### src/rtl/voice_alloc_pkg.sv
// voice_alloc_pkg: shared allocator FSM states and defaults
package voice_alloc_pkg;
  localparam int DEF_NUM_VOICES = 4;
  typedef enum logic [1:0] {IDLE, SCAN, COMMIT} state_t;
endpackage

### src/rtl/voice_age_tracker.sv
// voice_age_tracker: per-voice age ranks (0 newest), touch moves a voice to newest, reports oldest
module voice_age_tracker #(
  parameter int NUM_VOICES = 4,
  parameter int IDX_BW = $clog2(NUM_VOICES)
) (
  input  logic              clk_i,
  input  logic              nrst_i,
  input  logic              touch_i,
  input  logic [IDX_BW-1:0] idx_i,
  output logic [IDX_BW-1:0] oldest_idx_o
);
  logic [IDX_BW-1:0] rank [NUM_VOICES];
  always_ff @(posedge clk_i or negedge nrst_i)
    if (!nrst_i)
      for (int v = 0; v < NUM_VOICES; v++) rank[v] <= IDX_BW'(v);
    else if (touch_i)
      for (int v = 0; v < NUM_VOICES; v++)
        rank[v] <= IDX_BW'(v) == idx_i ? '0 : rank[v] < rank[idx_i] ? rank[v] + 1'b1 : rank[v];
  always_comb begin
    oldest_idx_o = '0;
    for (int v = 0; v < NUM_VOICES; v++)
      if (rank[v] == IDX_BW'(NUM_VOICES - 1)) oldest_idx_o = IDX_BW'(v);
  end
endmodule

### src/rtl/voice_alloc.sv
// voice_alloc: polyphonic voice allocator (retrigger, first free, steal oldest) driving an oscillator bank
module voice_alloc
  import voice_alloc_pkg::*;
#(
  parameter int NUM_VOICES = DEF_NUM_VOICES,
  parameter int IDX_BW = $clog2(NUM_VOICES)
) (
  input  logic                    clk_i,
  input  logic                    nrst_i,
  input  logic                    evtValid_i,
  output logic                    evtReady_o,
  input  logic                    evtNoteOn_i,
  input  logic [7:0]              evtNote_i,
  input  logic [6:0]              evtVel_i,
  input  logic                    allNotesOff_i,
  output logic [8*NUM_VOICES-1:0] voiceNote_o,
  output logic [NUM_VOICES-1:0]   voiceEnable_o,
  output logic [NUM_VOICES-1:0]   voicePhaseRst_o,
  output logic                    stolen_o
);
  localparam logic [IDX_BW:0] LAST = (IDX_BW + 1)'(NUM_VOICES);
  state_t state, state_d;
  logic [IDX_BW:0] idx;
  logic [IDX_BW-1:0] cur, m_idx, f_idx, oldest, tgt;
  logic ev_on, m_found, f_found, touch;
  logic [7:0] ev_note;
  logic [NUM_VOICES-1:0][7:0] notes;
  logic [NUM_VOICES-1:0] en, prst;
  logic stolen;
  assign cur = idx[IDX_BW-1:0];
  assign tgt = m_found ? m_idx : f_found ? f_idx : oldest;
  assign touch = state == COMMIT && !allNotesOff_i && ev_on;
  assign evtReady_o = state == IDLE;
  assign voiceNote_o = notes;
  assign voiceEnable_o = en;
  assign voicePhaseRst_o = prst;
  assign stolen_o = stolen;
  voice_age_tracker #(.NUM_VOICES(NUM_VOICES), .IDX_BW(IDX_BW)) u_age (
    .clk_i(clk_i),
    .nrst_i(nrst_i),
    .touch_i(touch),
    .idx_i(tgt),
    .oldest_idx_o(oldest)
  );
  // idx runs one past the last voice so the final scan result settles before COMMIT
  always_comb begin
    state_d = allNotesOff_i ? IDLE :
              state == IDLE ? (evtValid_i ? SCAN : IDLE) :
              state == SCAN ? (idx == LAST ? COMMIT : SCAN) : IDLE;
  end
  always_ff @(posedge clk_i or negedge nrst_i)
    if (!nrst_i) begin
      state <= IDLE;
      idx <= '0;
      ev_on <= 1'b0;
      ev_note <= '0;
      m_found <= 1'b0;
      f_found <= 1'b0;
      m_idx <= '0;
      f_idx <= '0;
      notes <= '0;
      en <= '0;
      prst <= '0;
      stolen <= 1'b0;
    end else begin
      state <= state_d;
      prst <= '0;
      stolen <= 1'b0;
      if (allNotesOff_i)
        en <= '0;
      else
        case (state)
          IDLE:
            if (evtValid_i) begin
              ev_on <= evtNoteOn_i && |evtVel_i;
              ev_note <= evtNote_i;
              m_found <= 1'b0;
              f_found <= 1'b0;
              idx <= '0;
            end
          SCAN: begin
            idx <= idx + 1'b1;
            if (idx < LAST) begin
              if (!m_found && en[cur] && notes[cur] == ev_note) begin
                m_found <= 1'b1;
                m_idx <= cur;
              end
              if (!f_found && !en[cur]) begin
                f_found <= 1'b1;
                f_idx <= cur;
              end
            end
          end
          COMMIT:
            if (ev_on) begin
              notes[tgt] <= ev_note;
              en[tgt] <= 1'b1;
              prst[tgt] <= 1'b1;
              stolen <= !m_found && !f_found;
            end else if (m_found)
              en[m_idx] <= 1'b0;
          default: ;
        endcase
    end
endmodule

### config.mk
export PLATFORM = sky130hd
export DESIGN_NAME = voice_alloc
export DESIGN_NICKNAME = d
export VERILOG_FILES = /design/src/rtl/voice_alloc_pkg.sv /design/src/rtl/voice_age_tracker.sv /design/src/rtl/voice_alloc.sv
export SDC_FILE = /design/constraint.sdc
export NUM_CORES = 1
export LEC_CHECK = 0
export ABC_AREA = 1
export CAP_MARGIN = 20
export CORE_ASPECT_RATIO = 1.5
export CORE_UTILIZATION = 50
export CTS_CLUSTER_DIAMETER = 150
export DETAILED_ROUTE_END_ITERATION = 6
export GPL_TIMING_DRIVEN = 0
export HOLD_SLACK_MARGIN = 0.03
export PLACE_DENSITY = 0.76
export SYNTH_ARGS = -nofsm -noshare
export SYNTH_HDL_FRONTEND = slang
export SYNTH_SLANG_ARGS = --single-unit
### constraint.sdc
create_clock -name clk_i -period 2.4 [get_ports clk_i]
set_clock_uncertainty 0.1 [all_clocks]
set_input_delay 0.24 -clock clk_i [delete_from_list [all_inputs] [get_ports clk_i]]
set_output_delay 0.24 -clock clk_i [all_outputs]
set_load 0.02 [all_outputs]
==> run summary, run 1 <==
Max Freq - 0.471 GHz
maxcap violations - 0
PwrDens - 930 nW/µm²
Final Max Tran Viols - 0
most frequent cells in the layout - nand2_1 (157), dfrtp_1 (65), clkdlybuf4s50_1 (60), inv_1 (45), nand3_1 (45)
Total GRT Usage - 25.8%
syn_area_per_cell - 7.93 µm²
antenna diode count - 0
H-Tree Depth - 3
final net count - 564
Synth top area share - 44.0%
Worst EP arrival - 2.26 ns
Crit Path Max Fanout - 10
post-synthesis cell area - 3700 µm²
unrepaired setup endpoints after global routing - false
Die Wd - 72.2 µm
non-filler cells, final - 644
Yosys top cell by area - dfrtp_1
R2R Path Start - u_age.rank[0]$_DFFE_PN1P_
transition time of the tightest slew-check pin - 0.863 ns
reg2reg setup slack - 0.27 ns
count of input and output buffers - 61
first-pass GRT wire length - 15000 µm
Reg clk slew, reported paths - 0.08 ns
grt ovf - 0
full die area - 7750 µm²
ANT nets after route - 0
Post-Route WL - 9360 µm
Net Count, Synth - 491
vias post-DR - 3376
most common cell after layout, fill and taps aside - nand2_1
First DRT Iteration DRCs - 194
Clock Root Buffer - clkbuf_8
critical-path cell list - ha_1 > nor2_2 > nand2_1 > nand2_2 > nand2_4 > inv_4 > nor2_4 > inv_2 > nor2_4 > inv_2 > buf_6 > nand2_2 > o21ai_2
Vias/cell - 5.24
WHS - 0.343 ns
wire per inst - 14.5 µm
min-delay worst type - in -> reg
Core Area - 7180 µm²
dominant cells by area after synthesis - dfrtp_1 (44%), nand2_1 (16%), nand3_1 (6.1%)
CP required - 2.54 ns
pin count of the biggest net entering global routing - 70
CTS tree - yes
TritonCTS buffer count - 9
Area growth syn-to-layout - 25.2%
Syn Inst Count - 466
initial antenna violation count - 0
IR drop worst, VDD - 0.648 mV
setup bufs post-CTS - 0
Die Span Y - 107 µm
Post-DP Area - 4430 µm²
register area share after synthesis - 46.9%
min Tclk post-route - 2.13 ns
slowest CP cell - dfstp_2
gp weighted congestion - 0.902
Crit Reg-Reg Endpoint - voiceNote_o[14]$_DFFE_PN0P_
CTS Hold Bufs - 1
row count - 38
CP Launch Type - flip-flop
vias in the first global route - 3225
WHS Path Cells - 3
worst skew pair latency - 0.36 ns
Crit path largest cell delay - 0.58 ns
WS Path Type - reg -> reg
Clock Tree Buf Depth - 2
FF-to-FF path depth - 13
DR pass1 iterations - 7
Final setup viols - 0
hold path endpoint - ev_note[7]$_DFFE_PN0P_
Fill cells - 603
FF+latch count, synth - 69
layout cells sized above 1 - 16.2%
DP HPWL - 6880 µm
Syn. warnings - 0
leakage - 2.19 nW
Util after Layout - 64.5%
final count of hold timing violations - 0
Starting Density - 51.5%
I/O pin cnt - 62
total power - 0.00430 W
slew margin rel. - 42.5%
status - finished, final reports clean
final instance area - 4630 µm²
hold_sp - evtNote_i[7]
fin crit share - 88.6%
Sink Count - 69
# DRC - 0
Inst Count DP - 627
post-cts resize count - 0
Setup crit end kind - flip-flop
synth unique cells - 31
-- cell families after synthesis --
group / synth area share, %
simple gates: 30.7
buf+inv: 8.36
flops: 46.9
compound gates: 11.4
fa+ha+maj: 1.69
xor+xnor: 0.948
-- flip-flops by register name, indices dropped and copies added (netlist names), 2 cells and up --
| signal | flops |
|---|---|
| voicePhaseRst_o | 4 |
| state | 2 |
| u_age.rank | 8 |
| f_idx | 2 |
| voiceEnable_o | 4 |
| idx | 3 |
| voiceNote_o | 32 |
| ev_note | 8 |
| m_idx | 2 |
-- metal layers --
| layer | routed length, µm | share of wire [%] | track usage (%) |
|---|---|---|---|
| met3 | 429 | 4.6 | 4.96 |
| met5 | 0 | 0 | 0 |
| met2 | 5090 | 54 | 46.7 |
| met4 | 266 | 2.8 | 13.6 |
| met1 | 3570 | 38 | 27.6 |
-- worst max-delay path, delay by kind of cell (launching register included) --
kind	cells	cell delay (ns)
AOI/OAI and AO/OA	1	0.04
adders and majority gates	1	0.19
buffers and inverters	4	0.38
DFF	1	0.58
and+or+nand+nor	7	0.70
-- worst max path at each step --
stage	startpoint	endpoint	slack (ns)	depth (start not counted)
after floorplan	u_age.rank[3]$_DFFE_PN1P_	voiceNote_o[5]$_DFFE_PN0P_	0.56	13
after global placement	nrst_i	ev_note[6]$_DFFE_PN0P_	-1.32	1
after detailed placement	allNotesOff_i	idx[2]$_DFFE_PN0P_	0.26	8
after CTS	u_age.rank[3]$_DFFE_PN1P_	voiceNote_o[21]$_DFFE_PN0P_	0.26	13
after global routing	u_age.rank[3]$_DFFE_PN1P_	u_age.rank[6]$_DFFE_PN0P_	0.08	16
final	u_age.rank[0]$_DFFE_PN1P_	voiceNote_o[14]$_DFFE_PN0P_	0.27	13
-- power by group --
group | internal (W) | switching [W]
clock | 0.000458 | 0.000427
sequential | 0.00134 | 0.000157
combinational | 0.000671 | 0.00125
-- final cells by class --
cell class	instances	area [µm²]	share of cell area, %
multi-input cells	327	1660	35.8
repair buffers	62	618	13.4
flip-flops and latches	69	1730	37.4
plain buffers	13	92.6	2.00
clock buffers	13	169	3.65
clock inverters	3	20.0	0.433
well taps	100	125	2.70
inverters	57	216	4.68
-- per-stage QoR --
step | setup slack, ns | setup TNS (ns)
6_report | 0.275 | 0
5_1_grt | 0.0824 | 0
4_1_cts | 0.257 | 0
3_5_place_dp | 0.261 | 0
3_3_place_gp | -1.32 | -87.59
2_1_floorplan | 0.558 | 0
-- cell usage after synthesis --
cell,instances
dfrtp_1,65
a21oi_1,7
nor2_2,4
nand2_1,157
nand3_1,45
dfstp_2,4
o21ai_0,19
nand2_4,2
o31ai_1,1
inv_2,11
buf_6,4
inv_4,1
nor3_1,5
nor2_4,6
nor4_1,1
o21ai_1,8
nand3b_1,1
nand3_2,1
ha_1,5
buf_2,5
inv_1,45
xor2_1,4
o21a_1,1
buf_4,2
clkbuf_1,2
a32oi_1,3
o21ai_2,24
nor3_2,1
nand2_2,7
nor2_1,21
nand4_1,4
Power figures use the tool's default switching activity.
==> inputs of run 2 (changes only) <==
CORE_MARGIN = 5   (was not set)
RECOVER_POWER = 50   (was not set)
==> run 2 against run 1 <==
  * Power is 0.55% higher
  * Register-to-register slack barely moved
  * Core utilization down 0.32 points
  * Via count is 1.1% lower
  * Sequential power about the same
  * Critical path depth did not move
  * Routed wire length up 1.5%
  * Setup slack worse by 0.0043 ns
  * Clock power is 3.7% higher
  * Sequential share of layout area is 0.061 points lower
  * Critical endpoint is now voiceNote_o[13]$_DFFE_PN0P_
  * Highest routed layer unchanged
==> run summary, run 2 (same netlist as run 1, synthesis figures left out) <==
status - finished, final reports clean
leakage - 2.22 nW (+1.4%)
Crit Path Max Fanout - 10 (unchanged)
TritonCTS buffer count - 9 (unchanged)
final net count - 564 (unchanged)
Final setup viols - 0 (unchanged)
Sw Pwr - 0.00183 W (+0.21%)
Sequential Area - 1730 µm² (unchanged)
crit path from - u_age.rank[0]$_DFFE_PN1P_
max reg flops - 32 (unchanged)
R2R Path Start - u_age.rank[0]$_DFFE_PN1P_
Setup crit end kind - flip-flop
Core Area - 7230 µm² (+0.66%)
I/O pin cnt - 62 (unchanged)
Final Max Tran Viols - 0 (unchanged)
Sink Count - 69 (unchanged)
Post-Route WL - 9500 µm (+1.5%)
Die Wd - 80.2 µm (+11%)
wire per inst - 14.8 µm (+1.5%)
Clock Root Buffer - clkbuf_8
DR pass1 iterations - 4 (-3)
PwrDens - 933 nW/µm² (+0.38%)
Reg clk slew, reported paths - 0.07 ns (about the same)
count of input and output buffers - 61 (unchanged)
maxcap violations - 0 (unchanged)
WS Path Type - reg -> reg
internal power - 0.00249 W (+0.80%)
slew margin rel. - 42.4% (-0.052 points)
Fill cells - 638 (+5.8%)
H-Tree Depth - 3 (unchanged)
full die area - 9250 µm² (+19%)
gp weighted congestion - 0.935 (+3.6%)
final count of hold timing violations - 0 (unchanged)
most common cell after layout, fill and taps aside - nand2_1
Multi-input gate area - 1660 µm² (unchanged)
Max Freq - 0.470 GHz (-0.20%)
Area growth syn-to-layout - 25.4%
row count - 38 (unchanged)
worst skew pair latency - 0.34 ns (-0.02 ns)
Sw Ratio - 42.4% (-0.14 points)
Worst EP arrival - 2.25 ns (about the same)
CP required - 2.52 ns (-0.02 ns)
IR drop worst, VDD - 0.555 mV (-14%)
hold_sp - evtNote_i[5]
antenna diode count - 0 (unchanged)
Clock Tree Buf Depth - 2 (unchanged)
grt ovf - 0 (unchanged)
fin crit share - 88.7% (+0.18 points)
min Tclk post-route - 2.13 ns (+0.00426 ns)
CP Launch Type - flip-flop
unrepaired setup endpoints after global routing - false
vias in the first global route - 3410 (+5.7%)
Total GRT Usage - 22.2% (-3.5 points)
# DRC - 0 (unchanged)
Inst Count DP - 627 (unchanged)
most frequent cells in the layout - nand2_1 (157), dfrtp_1 (65), inv_1 (46), nand3_1 (45), clkdlybuf4s50_1 (43)
pin count of the biggest net entering global routing - 70 (unchanged)
First DRT Iteration DRCs - 167 (-14%)
Comb power frac - 44.2% (-0.4 points)
CTS tree - yes
Die Span Y - 115 µm (+7.5%)
non-filler cells, final - 644 (unchanged)
min-delay worst type - in -> reg
layout cells sized above 1 - 16.2% (unchanged)
DP HPWL - 7020 µm (+2.1%)
Clk network pwr share - 21.2% (+0.6 points)
first-pass GRT wire length - 15800 µm (+5.2%)
Flop pwr share - 34.6% (-0.3 points)
Starting Density - 51.1% (-0.34 points)
total power - 0.00433 W (+0.55%)
ANT nets after route - 0 (unchanged)
WHS - 0.359 ns (+0.0156 ns)
post-cts resize count - 0 (unchanged)
Vias/cell - 5.18 (-1.1%)
vias post-DR - 3339 (-1.1%)
setup bufs post-CTS - 0 (unchanged)
transition time of the tightest slew-check pin - 0.864 ns (+0.000777 ns)
initial antenna violation count - 0 (unchanged)
Util after Layout - 64.1% (-0.32 points)
==> run 2: cell types whose count changed in the layout (fill, tap and decap cells not counted), sizes merged <==
cell           previous run  this run
clkinv                    1         2
clkinvlp                  2         1
clkdlybuf4s50            60        43
dlygate4sd3               1        18
==> run 2: routing by layer <==
metal	up-vias	share of wire (%)	wire length, µm	GRT usage, %
li1	1635	-	-	-
met1	1596	39	3680	25.3
met2	87	53	5060	39.1
met3	21	5.0	473	3.37
met4	0	3.0	287	12.4
met5	-	0	0	0
==> run 2: per-stage QoR <==
stage	instance area [µm²]	setup WS, ns	TNS (ns)
5_1_grt	4640	0.0958	0
6_report	4640	0.270	0
3_3_place_gp	4430	-1.30	-86.33
4_1_cts	4640	0.254	0
2_1_floorplan	3700	0.558	0
3_5_place_dp	4430	0.114	0
==> run 2: worst paths after layout <==
kind	endpoint	slack [ns]	depth (start not counted)
worst max-delay path	voiceNote_o[13]$_DFFE_PN0P_	0.27	13
worst min-delay path	ev_note[5]$_DFFE_PN0P_	0.36	3
worst max register to register	voiceNote_o[13]$_DFFE_PN0P_	0.27	13
worst min register to register	u_age.rank[4]$_DFFE_PN1P_	0.40	2
max in group asynchronous	voiceNote_o[7]$_DFFE_PN0P_	1.18	2
min in group asynchronous	stolen_o$_DFF_PN0_	0.44	2
==> run 2: critical path, cell delays in order (launching register included) <==
cell	delay (ns)
dfstp_2	0.58
ha_1	0.20
nor2_2	0.05
nand2_1	0.08
nand2_2	0.10
nand2_4	0.16
inv_4	0.04
nor2_4	0.14
inv_2	0.07
nor2_4	0.10
inv_2	0.10
buf_6	0.17
nand2_2	0.07
o21ai_2	0.05
==> run 2: cell type report <==
cell class              instances  share of cell area, %
flip-flops and latches         69                   37.4
inverters                      57                   4.67
clock buffers                  13                   3.86
multi-input cells             327                   35.7
repair buffers                 62                   13.3
plain buffers                  13                   2.00
well taps                     100                   2.70
clock inverters                 3                  0.378
==> run 2: power groups by stage <==
| stage | combinational, W | clock [W] | sequential [W] |
|---|---|---|---|
| after floorplan | 0.00128 | 0 | 0.00158 |
| after global placement | 0.00189 | 0 | 0.00151 |
| after detailed placement | 0.00192 | 0 | 0.00151 |
| after CTS | 0.00194 | 0.000926 | 0.00149 |
| after global routing | 0.00215 | 0.000973 | 0.00152 |
| final | 0.00191 | 0.000918 | 0.00150 |
==> run 2: timing repair <==
action	CTS	global route
setup endpoints to repair	0	0
hold endpoints to repair	65	0
hold buffers	1	0
==> inputs of run 3 (changes only) <==
PLACE_DENSITY = 0.74   (was 0.76)
==> run 3 against run 2 <==
  * Core utilization down 0.47 points
  * Via count up 0.60%
  * Maximum frequency about the same
  * Largest cell class unchanged
  * Clock-buffer cell count down 1
  * The run now ends with capacitance limit, slew limit left
  * Register-to-register slack about the same
  * Sequential share of layout area up 0.27 points
  * Routed wire length up 1.7%
  * Combinational power about the same
  * First-iteration DRC count up 17%
==> run summary, run 3 (same netlist as run 1, synthesis figures left out) <==
slew margin rel. - -11.8% (-54 points)
row count - 38 (unchanged)
layout cells sized above 1 - 15.7% (-0.49 points)
antenna diode count - 0 (unchanged)
WS Path Type - reg -> reg
GRT met1 Usage - 25.9% (+0.53 points)
Comb power frac - 45.0% (+0.8 points)
DR pass1 iterations - 4 (unchanged)
first-pass GRT wire length - 16200 µm (+2.8%)
Clock Tree Buf Depth - 2 (unchanged)
Sw Ratio - 42.9% (+0.47 points)
Clock Root Buffer - clkbuf_8
failing checks - capacitance limit, slew limit
Sw Pwr - 0.00182 W (-0.74%)
CP required - 2.54 ns (+0.02 ns)
setup bufs post-CTS - 0 (unchanged)
Flop pwr share - 35.3% (+0.7 points)
Worst EP arrival - 2.27 ns (+0.02 ns)
grt ovf - 0 (unchanged)
First DRT Iteration DRCs - 195 (+17%)
most frequent cells in the layout - nand2_1 (157), dfrtp_1 (65), inv_1 (46), nand3_1 (45), clkdlybuf4s50_1 (43)
Post-Route WL - 9670 µm (+1.7%)
Core Area - 7230 µm² (unchanged)
fin crit share - 88.8% (about the same)
min Tclk post-route - 2.13 ns (+0.00150 ns)
post-cts resize count - 0 (unchanged)
Die Span Y - 115 µm (unchanged)
ANT nets after route - 0 (unchanged)
H-Tree Depth - 3 (unchanged)
Die Wd - 80.2 µm (unchanged)
max reg flops - 32 (unchanged)
PwrDens - 923 nW/µm² (-1.1%)
unrepaired setup endpoints after global routing - false
count of input and output buffers - 61 (unchanged)
final count of hold timing violations - 0 (unchanged)
Multi-input gate area - 1660 µm² (unchanged)
Max Freq - 0.469 GHz (about the same)
Util after Layout - 63.7% (-0.47 points)
TritonCTS buffer count - 9 (unchanged)
Total GRT Usage - 22.9% (+0.73 points)
Fill cells - 671 (+5.2%)
final net count - 564 (unchanged)
Final WS setup - 0.269 ns (-0.00150 ns)
initial antenna violation count - 0 (unchanged)
Area growth syn-to-layout - 24.5%
Final setup viols - 0 (unchanged)
worst skew pair latency - 0.35 ns (about the same)
min-delay worst type - in -> reg
global route hottest layer - met2
M2 GR Usage - 41.6% (+2.5 points)
Sink Count - 69 (unchanged)
Sequential Area - 1730 µm² (unchanged)
vias in the first global route - 3434 (+0.70%)
Final Max Tran Viols - 70 (+70)
pin count of the biggest net entering global routing - 70 (unchanged)
status - complete, but fails checks
transition time of the tightest slew-check pin - 1.68 ns (+0.813 ns)
Setup crit end kind - flip-flop
# DRC - 0 (unchanged)
full die area - 9250 µm² (unchanged)
CTS Hold Bufs - 1 (unchanged)
Setup WS pre-CTS - 0.245 ns (+0.131 ns)
Reg clk slew, reported paths - 0.07 ns (about the same)
maxcap violations - 1 (+1)
Clk network pwr share - 19.7% (-1.5 points)
Vias/cell - 5.23 (+0.91%)
I/O pin cnt - 62 (unchanged)
CP Launch Type - flip-flop
vias post-DR - 3359 (+0.60%)
internal power - 0.00243 W (-2.6%)
leakage - 2.21 nW (-0.64%)
gp weighted congestion - 0.860 (-8.0%)
most common cell after layout, fill and taps aside - nand2_1
WHS - 0.351 ns (-0.00766 ns)
CTS tree - yes
IR drop worst, VDD - 0.544 mV (-1.9%)
met3 usage - 5.33% (+2.0 points)
Crit Path Max Fanout - 10 (unchanged)
wire per inst - 15.1 µm (+2.0%)
DP HPWL - 7210 µm (+2.8%)
Starting Density - 51.1% (unchanged)
==> run 3: changes by cell type in the layout (fill, tap and decap cells not counted) <==
| cell | delta |
|---|---|
| clkbuf_1 | +1 |
| buf_4 | -1 |
| clkbuf_2 | +1 |
| clkbuf_8 | -2 |
| clkinvlp_4 | -1 |
==> run 3: power by group through the flow <==
stage / Clock (W) / Combinational (W) / Sequential [W]
after global placement: 0 / 0.00188 / 0.00151
after floorplan: 0 / 0.00128 / 0.00158
final: 0.000836 / 0.00191 / 0.00150
after CTS: 0.000846 / 0.00193 / 0.00150
after detailed placement: 0 / 0.00192 / 0.00152
after global routing: 0.000899 / 0.00214 / 0.00152
==> run 3: routing by layer <==
metal / up-vias / wire (µm)
met5: - / 0
met1: 1625 / 3650
met3: 19 / 424
met4: 0 / 199
li1: 1631 / -
met2: 84 / 5390
==> run 3: cell type report <==
type | instances | area share [%]
Buffer | 13 | 2.01
Timing Repair Buffer | 62 | 13.4
Clock buffer | 12 | 3.37
Inverter | 57 | 4.70
Sequential cell | 69 | 37.6
Clock inverter | 2 | 0.218
Multi-Input combinational cell | 327 | 36.0
Tap cell | 100 | 2.72
==> run 3: final timing paths <==
path | start | end | slack, ns | cells past startpoint
max | u_age.rank[3]$_DFFE_PN1P_ | voiceNote_o[22]$_DFFE_PN0P_ | 0.27 | 13
min | evtNote_i[5] | ev_note[5]$_DFFE_PN0P_ | 0.35 | 3
max reg2reg | u_age.rank[3]$_DFFE_PN1P_ | voiceNote_o[22]$_DFFE_PN0P_ | 0.27 | 13
min reg2reg | u_age.rank[3]$_DFFE_PN1P_ | u_age.rank[3]$_DFFE_PN1P_ | 0.40 | 2
max in group asynchronous | nrst_i | voiceEnable_o[2]$_DFFE_PN0P_ | 0.43 | 2
min in group asynchronous | nrst_i | stolen_o$_DFF_PN0_ | 0.76 | 2
==> run 3: worst max-delay path, cell delays in order, from the launching register on <==
cell	delay, ns
dfstp_2	0.58
ha_1	0.15
inv_1	0.05
nand2_1	0.05
nand2_1	0.05
nand2_2	0.12
nand2_4	0.12
nor2_4	0.20
inv_2	0.08
nor2_4	0.10
inv_2	0.11
buf_6	0.18
nand2_1	0.08
o21ai_2	0.05
==> run 3: per-stage QoR <==
step                std cells  total power [W]  cell area [µm²]  TNS, ns
global route              642          0.00457             4600        0
global placement          627          0.00339             4430   -85.01
floorplan                 466          0.00286             3700        0
CTS                       642          0.00427             4600        0
detailed placement        627          0.00344             4430        0
finish                    642          0.00425             4600        0
